==> src/rtl/grf_write_scheduler_pkg.sv <==
// grf_write_scheduler_pkg: shared widths and the queued MDU result record
package grf_sched_pkg;
  localparam int REG_AW = 5;
  localparam int DATA_W = 32;
  typedef struct packed {
    logic [REG_AW-1:0] a3;
    logic [DATA_W-1:0] wd;
    logic [DATA_W-1:0] pc;
  } md_entry_t;
  function automatic logic [31:0] reg_bit(input logic [REG_AW-1:0] a);
    return 32'd1 << a;
  endfunction
endpackage

==> src/rtl/grf_write_scheduler_if.sv <==
// grf_write_scheduler_if: WB, MDU, decode and GRF write-port signals
interface grf_write_scheduler_if;
  import grf_sched_pkg::*;
  logic              wb_valid;
  logic [REG_AW-1:0] wb_a3;
  logic [DATA_W-1:0] wb_wd;
  logic [DATA_W-1:0] wb_pc;
  logic              wb_stall;
  logic              md_valid;
  logic [REG_AW-1:0] md_a3;
  logic [DATA_W-1:0] md_wd;
  logic [DATA_W-1:0] md_pc;
  logic              md_ready;
  logic              md_issue;
  logic [REG_AW-1:0] md_issue_a3;
  logic [REG_AW-1:0] dec_a1;
  logic [REG_AW-1:0] dec_a2;
  logic [REG_AW-1:0] dec_a3;
  logic              dec_stall;
  logic [REG_AW-1:0] grf_a3;
  logic [DATA_W-1:0] grf_wd;
  logic [DATA_W-1:0] grf_pc;
  modport master (
    output wb_valid, wb_a3, wb_wd, wb_pc, md_valid, md_a3, md_wd, md_pc,
           md_issue, md_issue_a3, dec_a1, dec_a2, dec_a3,
    input  wb_stall, md_ready, dec_stall, grf_a3, grf_wd, grf_pc
  );
  modport slave (
    input  wb_valid, wb_a3, wb_wd, wb_pc, md_valid, md_a3, md_wd, md_pc,
           md_issue, md_issue_a3, dec_a1, dec_a2, dec_a3,
    output wb_stall, md_ready, dec_stall, grf_a3, grf_wd, grf_pc
  );
endinterface

==> src/rtl/grf_write_scheduler_fifo.sv <==
// sched_fifo: circular buffer of MDU results that lost the GRF port
module sched_fifo
  import grf_sched_pkg::*;
#(
  parameter int DEPTH = 4
) (
  input  logic      clk,
  input  logic      reset,
  input  logic      push,
  input  logic      pop,
  input  md_entry_t din,
  output md_entry_t head,
  output logic      full,
  output logic      empty
);
  localparam int PW = $clog2(DEPTH);
  md_entry_t mem [DEPTH];
  logic [PW-1:0] wr_ptr, rd_ptr;
  logic [PW:0] count;
  always_ff @(posedge clk or posedge reset)
    if (reset) begin
      wr_ptr <= '0;
      rd_ptr <= '0;
      count  <= '0;
    end else begin
      if (push) wr_ptr <= wr_ptr + 1'b1;
      if (pop) rd_ptr <= rd_ptr + 1'b1;
      count <= count + {{PW{1'b0}}, push} - {{PW{1'b0}}, pop};
    end
  always_ff @(posedge clk)
    if (push) mem[wr_ptr] <= din;
  // count never exceeds DEPTH (a power of two), so its MSB alone means full
  assign head  = mem[rd_ptr];
  assign full  = count[PW];
  assign empty = count == '0;
endmodule

==> src/rtl/grf_write_scheduler.sv <==
// grf_write_scheduler: arbitrates the GRF write port between WB and MDU, tracks pending MDU writes
module grf_write_scheduler
  import grf_sched_pkg::*;
#(
  parameter int DEPTH      = 4,
  parameter int STARVE_MAX = 3
) (
  input logic clk,
  input logic reset,
  grf_write_scheduler_if.slave bus
);
  localparam int SW = $clog2(STARVE_MAX + 1);
  logic [SW-1:0] starve_cnt;
  logic [31:0] pending, pending_nx;
  md_entry_t head, md_in, wb_in, grant;
  logic full, empty, push, pop, bypass, starve, wb_w;
  assign md_in = '{a3: bus.md_a3, wd: bus.md_wd, pc: bus.md_pc};
  assign wb_in = '{a3: bus.wb_a3, wd: bus.wb_wd, pc: bus.wb_pc};
  // reset gating keeps the port idle while reset is held, whatever the inputs do
  always_comb begin
    wb_w          = !reset && bus.wb_valid && bus.wb_a3 != '0;
    starve        = !empty && starve_cnt == SW'(STARVE_MAX);
    pop           = !empty && (starve || !wb_w);
    bypass        = !reset && !starve && !wb_w && empty && bus.md_valid;
    bus.md_ready  = !full || pop;
    push          = bus.md_valid && bus.md_ready && !bypass;
    bus.wb_stall  = starve && bus.wb_valid;
    grant         = pop ? head : wb_w ? wb_in : bypass ? md_in : '0;
    bus.grf_a3    = grant.a3;
    bus.grf_wd    = grant.wd;
    bus.grf_pc    = grant.pc;
    pending_nx    = (pending & ~((pop || bypass) ? reg_bit(grant.a3) : 32'd0))
                  | (bus.md_issue ? reg_bit(bus.md_issue_a3) : 32'd0);
    pending_nx[0] = 1'b0;
    bus.dec_stall = pending[bus.dec_a1] || pending[bus.dec_a2] || pending[bus.dec_a3]
                  || (bus.md_issue && pending[bus.md_issue_a3]);
  end
  always_ff @(posedge clk or posedge reset)
    if (reset) begin
      starve_cnt <= '0;
      pending    <= '0;
    end else begin
      starve_cnt <= (empty || pop) ? '0
                  : starve_cnt == SW'(STARVE_MAX) ? starve_cnt : starve_cnt + 1'b1;
      pending    <= pending_nx;
    end
  sched_fifo #(.DEPTH(DEPTH)) u_fifo (
    .clk(clk), .reset(reset), .push(push), .pop(pop),
    .din(md_in), .head(head), .full(full), .empty(empty)
  );
endmodule

==> src/flat_wrapper.sv <==
// flat-port wrapper written by rule: the top's interface ports become plain ports
module grf_write_scheduler_flat import grf_sched_pkg::*;
#(
  parameter int DEPTH      = 4,
  parameter int STARVE_MAX = 3
)
  (clk, reset, bus_wb_valid, bus_wb_a3, bus_wb_wd, bus_wb_pc, bus_md_valid, bus_md_a3, bus_md_wd, bus_md_pc, bus_md_issue, bus_md_issue_a3, bus_dec_a1, bus_dec_a2, bus_dec_a3, bus_wb_stall, bus_md_ready, bus_dec_stall, bus_grf_a3, bus_grf_wd, bus_grf_pc);
  grf_write_scheduler_if bus_i ();
  input logic clk;
  input logic reset;
  input wire logic [$bits(bus_i.wb_valid)-1:0] bus_wb_valid;
  input wire logic [$bits(bus_i.wb_a3)-1:0] bus_wb_a3;
  input wire logic [$bits(bus_i.wb_wd)-1:0] bus_wb_wd;
  input wire logic [$bits(bus_i.wb_pc)-1:0] bus_wb_pc;
  input wire logic [$bits(bus_i.md_valid)-1:0] bus_md_valid;
  input wire logic [$bits(bus_i.md_a3)-1:0] bus_md_a3;
  input wire logic [$bits(bus_i.md_wd)-1:0] bus_md_wd;
  input wire logic [$bits(bus_i.md_pc)-1:0] bus_md_pc;
  input wire logic [$bits(bus_i.md_issue)-1:0] bus_md_issue;
  input wire logic [$bits(bus_i.md_issue_a3)-1:0] bus_md_issue_a3;
  input wire logic [$bits(bus_i.dec_a1)-1:0] bus_dec_a1;
  input wire logic [$bits(bus_i.dec_a2)-1:0] bus_dec_a2;
  input wire logic [$bits(bus_i.dec_a3)-1:0] bus_dec_a3;
  output wire logic [$bits(bus_i.wb_stall)-1:0] bus_wb_stall;
  output wire logic [$bits(bus_i.md_ready)-1:0] bus_md_ready;
  output wire logic [$bits(bus_i.dec_stall)-1:0] bus_dec_stall;
  output wire logic [$bits(bus_i.grf_a3)-1:0] bus_grf_a3;
  output wire logic [$bits(bus_i.grf_wd)-1:0] bus_grf_wd;
  output wire logic [$bits(bus_i.grf_pc)-1:0] bus_grf_pc;
  assign bus_i.wb_valid = bus_wb_valid;
  assign bus_i.wb_a3 = bus_wb_a3;
  assign bus_i.wb_wd = bus_wb_wd;
  assign bus_i.wb_pc = bus_wb_pc;
  assign bus_i.md_valid = bus_md_valid;
  assign bus_i.md_a3 = bus_md_a3;
  assign bus_i.md_wd = bus_md_wd;
  assign bus_i.md_pc = bus_md_pc;
  assign bus_i.md_issue = bus_md_issue;
  assign bus_i.md_issue_a3 = bus_md_issue_a3;
  assign bus_i.dec_a1 = bus_dec_a1;
  assign bus_i.dec_a2 = bus_dec_a2;
  assign bus_i.dec_a3 = bus_dec_a3;
  assign bus_wb_stall = bus_i.wb_stall;
  assign bus_md_ready = bus_i.md_ready;
  assign bus_dec_stall = bus_i.dec_stall;
  assign bus_grf_a3 = bus_i.grf_a3;
  assign bus_grf_wd = bus_i.grf_wd;
  assign bus_grf_pc = bus_i.grf_pc;
  grf_write_scheduler #(.DEPTH(DEPTH), .STARVE_MAX(STARVE_MAX)) u_core (.clk(clk), .reset(reset), .bus(bus_i));
endmodule
==> config.mk <==
export PLATFORM = sky130hd
export DESIGN_NAME = grf_write_scheduler_flat
export DESIGN_NICKNAME = d
export VERILOG_FILES = /design/src/rtl/grf_write_scheduler_pkg.sv /design/src/rtl/grf_write_scheduler_if.sv /design/src/rtl/grf_write_scheduler_fifo.sv /design/src/rtl/grf_write_scheduler.sv /design/src/flat_wrapper.sv
export SDC_FILE = /design/constraint.sdc
export NUM_CORES = 1
export LEC_CHECK = 0
export BUFFER_PORTS_ARGS = -buffer_cell sky130_fd_sc_hd__buf_2
export CAP_MARGIN = 0
export CORE_ASPECT_RATIO = 1.1
export CORE_MARGIN = 2
export CORE_UTILIZATION = 49
export DETAILED_ROUTE_END_ITERATION = 10
export PLACE_DENSITY_LB_ADDON = 0.08
export SKIP_LAST_GASP = 1
export SYNTH_ARGS = -nofsm -noshare
export SYNTH_HDL_FRONTEND = slang
export SYNTH_HIERARCHICAL = 1
export SYNTH_SLANG_ARGS = --single-unit
==> constraint.sdc <==
create_clock -name clk -period 5.4 [get_ports clk]
set_input_delay 0.54 -clock clk [delete_from_list [all_inputs] [get_ports clk]]
set_output_delay 0.54 -clock clk [all_outputs]
set_load 0.005 [all_outputs]
==> impl_metrics.env, run 1 <==
export IMPL_status="complete, no violations"
export IMPL_skew_ns=0.0151
export IMPL_die_y_um=185
export IMPL_viasPerCell=5.94
export IMPL_fp_coreArea_sq_um=29500
export IMPL_slew_viol_final=0
export IMPL_yosys_register_bits=316
export IMPL_avgSynthCellArea_sq_um=14.8
export IMPL_syn2layout_area_growth_pct=15.9
export IMPL_ff2ff_path_depth=11
export IMPL_ys_flop_type="edfxtp_1"
export IMPL_worstReg2RegEnd="u_core/u_fifo/count[2]"
export IMPL_grt_pass1_vias=9405
export IMPL_fin_crit_sh_pct=76.9
export IMPL_whs_endpoint="u_core/u_fifo/mem[1][14]"
export IMPL_ys_seq_area_share_pct=63.4
export IMPL_wl_um=33800
export IMPL_dr_pass1_iters=5
export IMPL_tritoncts="done"
export IMPL_setup_viol=0
export IMPL_vias=9509
export IMPL_place_hpwl_um=22100
export IMPL_clock_sinks=316
export IMPL_die_w_um=169
export IMPL_rsz0062_at_grt="no"
export IMPL_fillers=2414
export IMPL_die_area_sq_um=31300
export IMPL_grt_max_degree=83
export IMPL_pin_count=235
export IMPL_fin_nets=1375
export IMPL_synth_cell_type_count=56
export IMPL_endpoint_kind="output port"
export IMPL_setup_tns_ns=0
export IMPL_setup_ws_ns=1.25
export IMPL_place_congestion=0.876
export IMPL_synth_top_area_share_pct=56.6
export IMPL_regToRegSetupSlack_ns=1.60
export IMPL_cp_start_kind="flip-flop"
export IMPL_tightest_slew_ns=0.921
export IMPL_leakage_nw=6.00
export IMPL_multi_input_area_sq_um=4910
export IMPL_final_common_cell="edfxtp_1"
export IMPL_r2r_start="u_core/u_fifo/count[2]"
export IMPL_synth_edf_count=276
export IMPL_post_place_ws_ns=1.64
export IMPL_clockBufferDepth=3
export IMPL_antenna_diode_count=0
export IMPL_syn_cell_area_sq_um=14600
export IMPL_antenna_found_initial=2
export IMPL_critical_path_arrival_ns=3.61
export IMPL_drive_gt1_share_pct=32.0
export IMPL_hold_viol=0
export IMPL_drc=0
export IMPL_yosys_warnings=6
export IMPL_numCtsBuffers=31
export IMPL_timing_slew_headroom_pct=38.6
export IMPL_synth_nets=1162
export IMPL_seq_area_sq_um=9290
export IMPL_hold_depth=1
export IMPL_cts_max_level=1
export IMPL_required_ns=4.86
export IMPL_ir_drop_uv=247
export IMPL_syn_instance_count=991
export IMPL_clock_latency_ns=0.57
export IMPL_synth_area_top_cells="edfxtp_1 (57%), mux4_2 (14%), dfrtp_1 (6.8%)"
export IMPL_postSynth_asyncResetShare_pct=12.7
export IMPL_root_buffer="clkbuf_16"
export IMPL_wire_per_inst_um=21.2
export IMPL_hold_path_class="primary input to flip-flop"
export IMPL_final_cell_mix="edfxtp_1 (276), buf_2 (234), mux4_2 (89), nand2_1 (80), nor2_1 (76)"
export IMPL_maxCapViolations=0
export IMPL_path_class="flip-flop to output port"
export IMPL_synth_area_leader_cell="edfxtp_1"
export IMPL_overflow=0
export IMPL_grt_first_pass_wirelength_um=52700
export IMPL_row_count=66
export IMPL_track_usage_pct=21.7
export IMPL_path_clk_slew_ns=0.06
export IMPL_fmaxAchievable_ghz=0.241
export IMPL_cp_max_fo=54
export IMPL_portBuffers=234
export IMPL_ant_nets=0
export IMPL_p_per_area_nw_per_um2=495
export IMPL_start_util_pct=49.7
export IMPL_drt_iter0_markers=718
export IMPL_post_cts_buffers=0
export IMPL_min_from="bus_md_pc[14]"
export IMPL_min_period_ns=4.15
## Yosys cell counts (3+ instances only)
| library cell | n |
|---|---|
| dfrtp_1 | 40 |
| buf_12 | 7 |
| a22oi_1 | 4 |
| inv_1 | 17 |
| clkbuf_1 | 44 |
| mux2_2 | 4 |
| nand2b_1 | 5 |
| edfxtp_1 | 276 |
| nor2_1 | 76 |
| mux2i_1 | 12 |
| nor2b_1 | 7 |
| nand4_1 | 5 |
| buf_1 | 5 |
| a31oi_1 | 66 |
| xnor2_1 | 3 |
| nand2_1 | 80 |
| nand3_1 | 72 |
| nor4_1 | 6 |
| a32oi_1 | 9 |
| mux4_1 | 6 |
| buf_2 | 13 |
| and2_1 | 6 |
| a21oi_1 | 12 |
| mux4_2 | 89 |
| nor3_1 | 7 |
| ha_1 | 7 |
| o21ai_0 | 72 |
## area by class of cell
type	instances	area share (%)
Sequential cell	316	54.7
Clock inverter	16	0.648
Clock buffer	39	4.75
Timing Repair Buffer	252	7.78
Tap cell	374	2.76
Multi-Input combinational cell	585	28.9
Inverter	18	0.398
## power breakdown
| part | internal (mW) | total (mW) | switching, mW |
|---|---|---|---|
| registers | 3.23 | 3.62 | 0.382 |
| logic | 1.37 | 2.83 | 1.46 |
| clock network | 1.10 | 1.97 | 0.868 |
## kinds of logic after synthesis
family,after synthesis,synth area share [%]
flops,316,63.4
fa+ha+maj,8,0.735
compound gates,180,7.43
buf+inv,90,3.32
xor+xnor,5,0.299
mux,111,15.9
simple gates,281,8.90
## critical path, cell delays in order, from the launching register on
cell and delay [ns]:
dfrtp_1 0.42, nor3_1 0.70, inv_1 0.17, a221oi_4 0.33, buf_4 0.57, inv_2 0.24
o21ai_0 0.41, buf_2 0.20
## how the worst max path moves through the flow
stage / start / endpoint / slack, ns / cells past startpoint
after global routing: u_core/u_fifo/count[2] / bus_grf_a3[3] / 0.92 / 7
final: u_core/u_fifo/count[2] / bus_grf_a3[3] / 1.25 / 7
after global placement: u_core/u_fifo/count[2] / u_core/u_fifo/count[2] / 1.67 / 11
after detailed placement: u_core/u_fifo/count[2] / u_core/u_fifo/count[2] / 1.64 / 11
after CTS: u_core/u_fifo/count[2] / bus_grf_a3[3] / 1.23 / 7
after floorplan: bus_wb_a3[3] / u_core/u_fifo/mem[0][0] / 1.24 / 8
## registers in the layout, summed over array words and instances, names as in the netlist
signal	cells
u_core/u_fifo/count	3
u_core/u_fifo/mem	276
u_core/u_fifo/wr_ptr	2
u_core/u_fifo/rd_ptr	2
u_core/pending	31
u_core/starve_cnt	2
## through the flow
| step | hold WS [ns] | total power [mW] | utilization [%] | cells | area, sq um |
|---|---|---|---|---|---|
| 5_1_grt | 0.184 | 8.90 | 57.6 | 1600 | 17000 |
| 4_1_cts | 0.178 | 8.50 | 57.6 | 1600 | 17000 |
| 3_5_place_dp | 0.448 | 6.53 | 54.5 | 1544 | 16100 |
| 2_1_floorplan | 0.343 | 5.58 | - | 991 | 14600 |
| 3_3_place_gp | 0.435 | 6.49 | 54.5 | 1544 | 16100 |
| 6_report | 0.202 | 8.41 | 57.6 | 1600 | 17000 |
## what timing repair did
| action | CTS | global route |
|---|---|---|
| endpoints found under the hold margin | 7 | 0 |
| gates resized for setup | 0 | 0 |
| hold buffers | 1 | 0 |
## metal layers
layer | global-route usage (%) | part of all wire, %
met1 | 29.5 | 42
met2 | 37.5 | 51
met3 | 2.54 | 5.6
met4 | 5.66 | 1.8
met5 | 0 | 0.038
Power figures use the tool's default switching activity.
==> run 2: changes to the inputs <==
Clock period 5.4 ns to 3.7 ns, I/O delays scaled along.
==> run 2 against run 1 <==
Net effect: register-to-register slack worse by 0.94 ns; total power is 49% higher; routed wire length is 0.54% lower; sequential share of layout area is 0.59 points lower; critical path depth is 1 higher; cell area is 1.1% higher; critical path type is now primary input to output port.
==> impl_metrics.env, run 2 (same netlist as run 1, synthesis figures left out) <==
export IMPL_status="complete, no violations"
export IMPL_antenna_found_initial=1
export IMPL_clock_latency_ns=0.49
export IMPL_path_clk_slew_ns=0.06
export IMPL_cts_max_level=2
export IMPL_min_from="bus_md_wd[15]"
export IMPL_reg_largest_list="u_core/u_fifo/mem x276, u_core/pending x31, u_core/u_fifo/count x3"
export IMPL_slew_viol_final=0
export IMPL_drc=0
export IMPL_multi_input_area_sq_um=4910
export IMPL_min_period_ns=3.24
export IMPL_setup_viol=0
export IMPL_die_area_sq_um=31300
export IMPL_p_per_area_nw_per_um2=728
export IMPL_row_count=66
export IMPL_die_y_um=185
export IMPL_tightest_slew_ns=0.810
export IMPL_seq_power_share_pct=41.6
export IMPL_vias=9638
export IMPL_tritoncts="done"
export IMPL_grt_pass1_vias=9694
export IMPL_pin_count=235
export IMPL_dp_cells=1549
export IMPL_fp_coreArea_sq_um=29500
export IMPL_final_cell_mix="edfxtp_1 (276), buf_2 (234), mux4_2 (89), nand2_1 (80), nor2_1 (76)"
export IMPL_required_ns=3.33
export IMPL_syn2layout_area_growth_pct=17.2
export IMPL_final_common_cell="edfxtp_1"
export IMPL_switching_share_pct=31.7
export IMPL_rsz0062_at_grt="no"
export IMPL_ir_drop_uv=411
export IMPL_cp_max_fo=135
export IMPL_cp_slowest_stage_delay_ns=0.54
export IMPL_fillers=2402
export IMPL_place_congestion=0.882
export IMPL_instances_no_fill=1609
export IMPL_track_usage_pct=21.8
export IMPL_drive_gt1_share_pct=32.9
export IMPL_hold_path_class="primary input to flip-flop"
export IMPL_maxCapViolations=0
export IMPL_start_util_pct=49.7
export IMPL_endpoint_kind="output port"
export IMPL_path_cells="dlygate4sd3_1 > buf_2 > nand2b_1 > a221oi_4 > buf_12 > nor2_1 > a31oi_1 > buf_2"
export IMPL_wl_um=33700
export IMPL_cpMaxStageDelayCell="dlygate4sd3_1"
export IMPL_intPower_mw=8.53
export IMPL_top_register="u_core/u_fifo/mem"
export IMPL_critical_path_arrival_ns=2.87
export IMPL_fmaxAchievable_ghz=0.308
export IMPL_place_hpwl_um=21800
export IMPL_clock_sinks=316
export IMPL_crit_start="reset"
export IMPL_ant_nets=0
export IMPL_path_class="primary input to output port"
export IMPL_clockBufferDepth=3
export IMPL_timing_slew_headroom_pct=46.0
export IMPL_p_sw_mw=3.95
export IMPL_seq_area_sq_um=9290
export IMPL_path_common_cell="buf_2"
export IMPL_root_buffer="clkbuf_16"
export IMPL_overflow=0
export IMPL_dr_pass1_iters=5
export IMPL_drt_iter0_markers=783
export IMPL_fin_crit_sh_pct=87.7
export IMPL_clkPwrFrac_pct=24.3
export IMPL_portBuffers=234
export IMPL_viasPerCell=5.99
export IMPL_numCtsBuffers=34
export IMPL_wire_per_inst_um=20.9
export IMPL_pwr_share_comb_pct=34.1
export IMPL_cts_resized=0
export IMPL_fin_nets=1383
export IMPL_cp_start_kind="primary input"
export IMPL_grt_max_degree=136
export IMPL_grt_first_pass_wirelength_um=53300
export IMPL_r2r_start="u_core/u_fifo/count[2]"
export IMPL_leakage_nw=6.09
export IMPL_setup_tns_ns=0
export IMPL_largest_reg_flops=276
export IMPL_hold_viol=0
export IMPL_die_w_um=169
export IMPL_skew_ns=0.0175
==> run 2: path summary, 6_finish.rpt <==
kind	endpoint	slack, ns	cells past startpoint
hold / removal	u_core/u_fifo/mem[1][47]	0.10	1
min in group asynchronous	u_core/u_fifo/count[2]	0.43	3
hold reg to reg	u_core/starve_cnt[0]	0.44	1
setup / recovery	bus_grf_pc[2]	0.46	8
setup reg to reg	u_core/u_fifo/mem[2][54]	0.66	7
max in group asynchronous	u_core/pending[19]	2.78	4
==> run 2: through the flow <==
| step | power, mW | hold WS [ns] | cell area, sq um | setup WS (ns) | util (%) |
|---|---|---|---|---|---|
| after detailed placement | 9.58 | 0.385 | 16200 | 0.684 | 54.8 |
| after global routing | 13.3 | 0.0933 | 17200 | 0.331 | 58.2 |
| after CTS | 12.7 | 0.0814 | 17200 | 0.454 | 58.2 |
| after floorplan | 8.12 | 0.173 | 14700 | 0.379 | - |
| after global placement | 9.55 | 0.381 | 16200 | 0.696 | 54.8 |
| final | 12.5 | 0.102 | 17200 | 0.456 | 58.2 |
==> run 2: final cells by class <==
type / instances / share of cell area [%]
Timing Repair Buffer: 257 / 8.28
Clock buffer: 40 / 5.09
Multi-Input combinational cell: 585 / 28.6
Inverter: 18 / 0.394
Antenna cell: 1 / 0.0146
Tap cell: 374 / 2.73
Sequential cell: 316 / 54.2
Clock inverter: 18 / 0.722
==> run 2: critical path, delay by kind of cell <==
| kind | cells | cell delay (ns) |
|---|---|---|
| buf+inv | 4 | 1.27 |
| compound gates | 2 | 0.62 |
| simple gates | 2 | 0.42 |
==> run 2: repair_timing <==
action	in CTS	in global routing
hold buffers	1	0
buffers inserted	0	0
hold endpoints to repair	7	0
==> run 2: routing by layer <==
metal  vias to the layer above  GRT usage (%)  routed length [um]
li1                       4381              -                   -
met1                      4852           29.0               14000
met2                       352           37.5               16900
met3                        53           3.35                2070
met4                         0           6.31                 743
met5                         -              0                   0
==> run 2: power by group through the flow <==
stage / clock [mW] / sequential, mW / combinational, mW
detailed placement: 0 / 5.27 / 4.32
floorplan: 0 / 5.00 / 3.12
global route: 3.28 / 5.27 / 4.70
finish: 3.04 / 5.19 / 4.26
CTS: 3.12 / 5.19 / 4.34
global placement: 0 / 5.25 / 4.30
==> run 3: changes to the inputs <==
Settings changed: CELL_PAD_IN_SITES_DETAIL_PLACEMENT set to 0, CELL_PAD_IN_SITES_GLOBAL_PLACEMENT set to 1, CORE_UTILIZATION 49 to 42.
==> run 3 against run 2 <==
Net effect: sequential power about the same; clock skew up 0.0011 ns; global-route usage down 2.2 points; cell area up 1.9%; via count down 0.92%; worst hold slack worse by 0.0051 ns; critical endpoint is now bus_grf_pc[4]; highest routed layer unchanged.
==> impl_metrics.env, run 3 (same netlist as run 1, synthesis figures left out) <==
export IMPL_min_period_ns=3.35
export IMPL_instances_no_fill=1679
export IMPL_syn2layout_area_growth_pct=19.4
export IMPL_pin_count=235
export IMPL_slew_viol_final=0
export IMPL_fin_nets=1386
export IMPL_ir_drop_uv=343
export IMPL_final_cell_mix="edfxtp_1 (276), buf_2 (234), mux4_2 (89), nand2_1 (80), nor2_1 (76)"
export IMPL_fillers=2971
export IMPL_numCtsBuffers=34
export IMPL_overflow=0
export IMPL_dr_pass1_iters=5
export IMPL_die_w_um=182
export IMPL_required_ns=3.33
export IMPL_met2RoutedLength_um=17700
export IMPL_wire_per_inst_um=21.2
export IMPL_top_register="u_core/u_fifo/mem"
export IMPL_wl_met3_um=1640
export IMPL_post_cts_buffers=0
export IMPL_tightest_slew_ns=0.797
export IMPL_p_per_area_nw_per_um2=750
export IMPL_die_y_um=200
export IMPL_critical_path_arrival_ns=2.98
export IMPL_fmaxAchievable_ghz=0.298
export IMPL_path_clk_slew_ns=0.06
export IMPL_skew_ns=0.0186
export IMPL_antenna_found_initial=1
export IMPL_top_layer_used="met4"
export IMPL_setup_tns_ns=0
export IMPL_switching_share_pct=30.7
export IMPL_hold_viol=0
export IMPL_grt_pass1_vias=9611
export IMPL_place_congestion=0.795
export IMPL_regToRegSetupSlack_ns=0.78
export IMPL_final_common_cell="edfxtp_1"
export IMPL_portBuffers=234
export IMPL_maxCapViolations=0
export IMPL_clockBufferDepth=3
export IMPL_clkPwrFrac_pct=27.5
export IMPL_p_sw_mw=4.02
export IMPL_drc=0
export IMPL_leakage_nw=6.20
export IMPL_vias=9549
export IMPL_clock_sinks=316
export IMPL_status="complete, no violations"
export IMPL_rsz0062_at_grt="no"
export IMPL_drive_gt1_share_pct=33.4
export IMPL_reg_largest_list="u_core/u_fifo/mem x276, u_core/pending x31, u_core/u_fifo/count x3"
export IMPL_largest_reg_flops=276
export IMPL_place_hpwl_um=23500
export IMPL_pwr_share_comb_pct=32.8
export IMPL_path_class="primary input to output port"
export IMPL_clock_latency_ns=0.50
export IMPL_fp_coreArea_sq_um=34300
export IMPL_wl_um=35600
export IMPL_met1_length_um=15600
export IMPL_total_power_mw=13.1
export IMPL_root_buffer="clkbuf_16"
export IMPL_dp_cells=1616
export IMPL_setup_viol=0
export IMPL_timing_slew_headroom_pct=46.9
export IMPL_tritoncts="done"
export IMPL_fin_crit_sh_pct=90.6
export IMPL_hold_path_class="primary input to flip-flop"
export IMPL_grt_max_degree=135
export IMPL_drt_iter0_markers=686
export IMPL_viasPerCell=5.69
export IMPL_cts_max_level=2
export IMPL_seq_power_share_pct=39.7
export IMPL_intPower_mw=9.09
export IMPL_cp_max_fo=134
export IMPL_endpoint_kind="output port"
export IMPL_start_util_pct=42.7
export IMPL_ant_nets=0
export IMPL_cp_start_kind="primary input"
export IMPL_die_area_sq_um=36400
export IMPL_row_count=71
export IMPL_grt_first_pass_wirelength_um=55300
export IMPL_track_usage_pct=19.6
[run 3: timing repair]
action                                  CTS  global route
resized for setup                         0             0
endpoints found under the hold margin     7             0
hold buffers                              1             0
endpoints found under the setup margin    0             0
[run 3: area by class of cell]
class / count / area, sq um / area share (%)
diodes: 1 / 2.50 / 0.0143
clock buffers: 42 / 902 / 5.16
clock inverters: 19 / 305 / 1.75
inverters: 18 / 67.6 / 0.386
multi-input cells: 585 / 4910 / 28.1
flip-flops and latches: 316 / 9300 / 53.2
well taps: 438 / 548 / 3.13
repair buffers: 260 / 1460 / 8.33
[run 3: worst paths after layout]
kind | startpoint | to | cells past startpoint
min in group asynchronous | reset | u_core/u_fifo/count[0] | 3
max | reset | bus_grf_pc[4] | 8
min reg2reg | u_core/starve_cnt[0] | u_core/starve_cnt[0] | 1
max reg2reg | u_core/u_fifo/count[2] | u_core/u_fifo/mem[0][58] | 7
max in group asynchronous | reset | u_core/pending[27] | 4
min | bus_md_pc[26] | u_core/u_fifo/mem[2][26] | 1
[run 3: per-stage QoR]
| step | hold slack, ns | instance area, sq um | setup WS (ns) | util (%) |
|---|---|---|---|---|
| finish | 0.0966 | 17500 | 0.348 | 51.0 |
| global route | 0.0847 | 17500 | 0.137 | 51.0 |
| CTS | 0.0722 | 17500 | 0.325 | 51.0 |
| detailed placement | 0.376 | 16300 | 0.721 | 47.4 |
| global placement | 0.371 | 16300 | 0.775 | 47.4 |
| floorplan | 0.173 | 14700 | 0.379 | - |
[run 3: power groups by stage]
| stage | Sequential (mW) | Clock, mW | Combinational (mW) |
|---|---|---|---|
| after floorplan | 5.00 | 0 | 3.12 |
| after global placement | 5.26 | 0 | 4.39 |
| after CTS | 5.21 | 3.70 | 4.41 |
| after detailed placement | 5.28 | 0 | 4.39 |
| final | 5.20 | 3.61 | 4.30 |
| after global routing | 5.29 | 3.84 | 4.75 |
[run 3: worst max-delay path, stage by stage]
cell	delay (ns)
dlygate4sd3_1	0.54
buf_2	0.16
nand2b_1	0.28
a221oi_4	0.45
buf_12	0.39
nor2_1	0.09
a31oi_1	0.27
buf_2	0.18
[run 3: metal layers]
metal / GRT usage [%] / vias to the layer above
met4: 4.84 / 0
met3: 2.69 / 37
met5: 0 / -
met2: 33.8 / 266
met1: 26.6 / 4845
li1: - / 4401
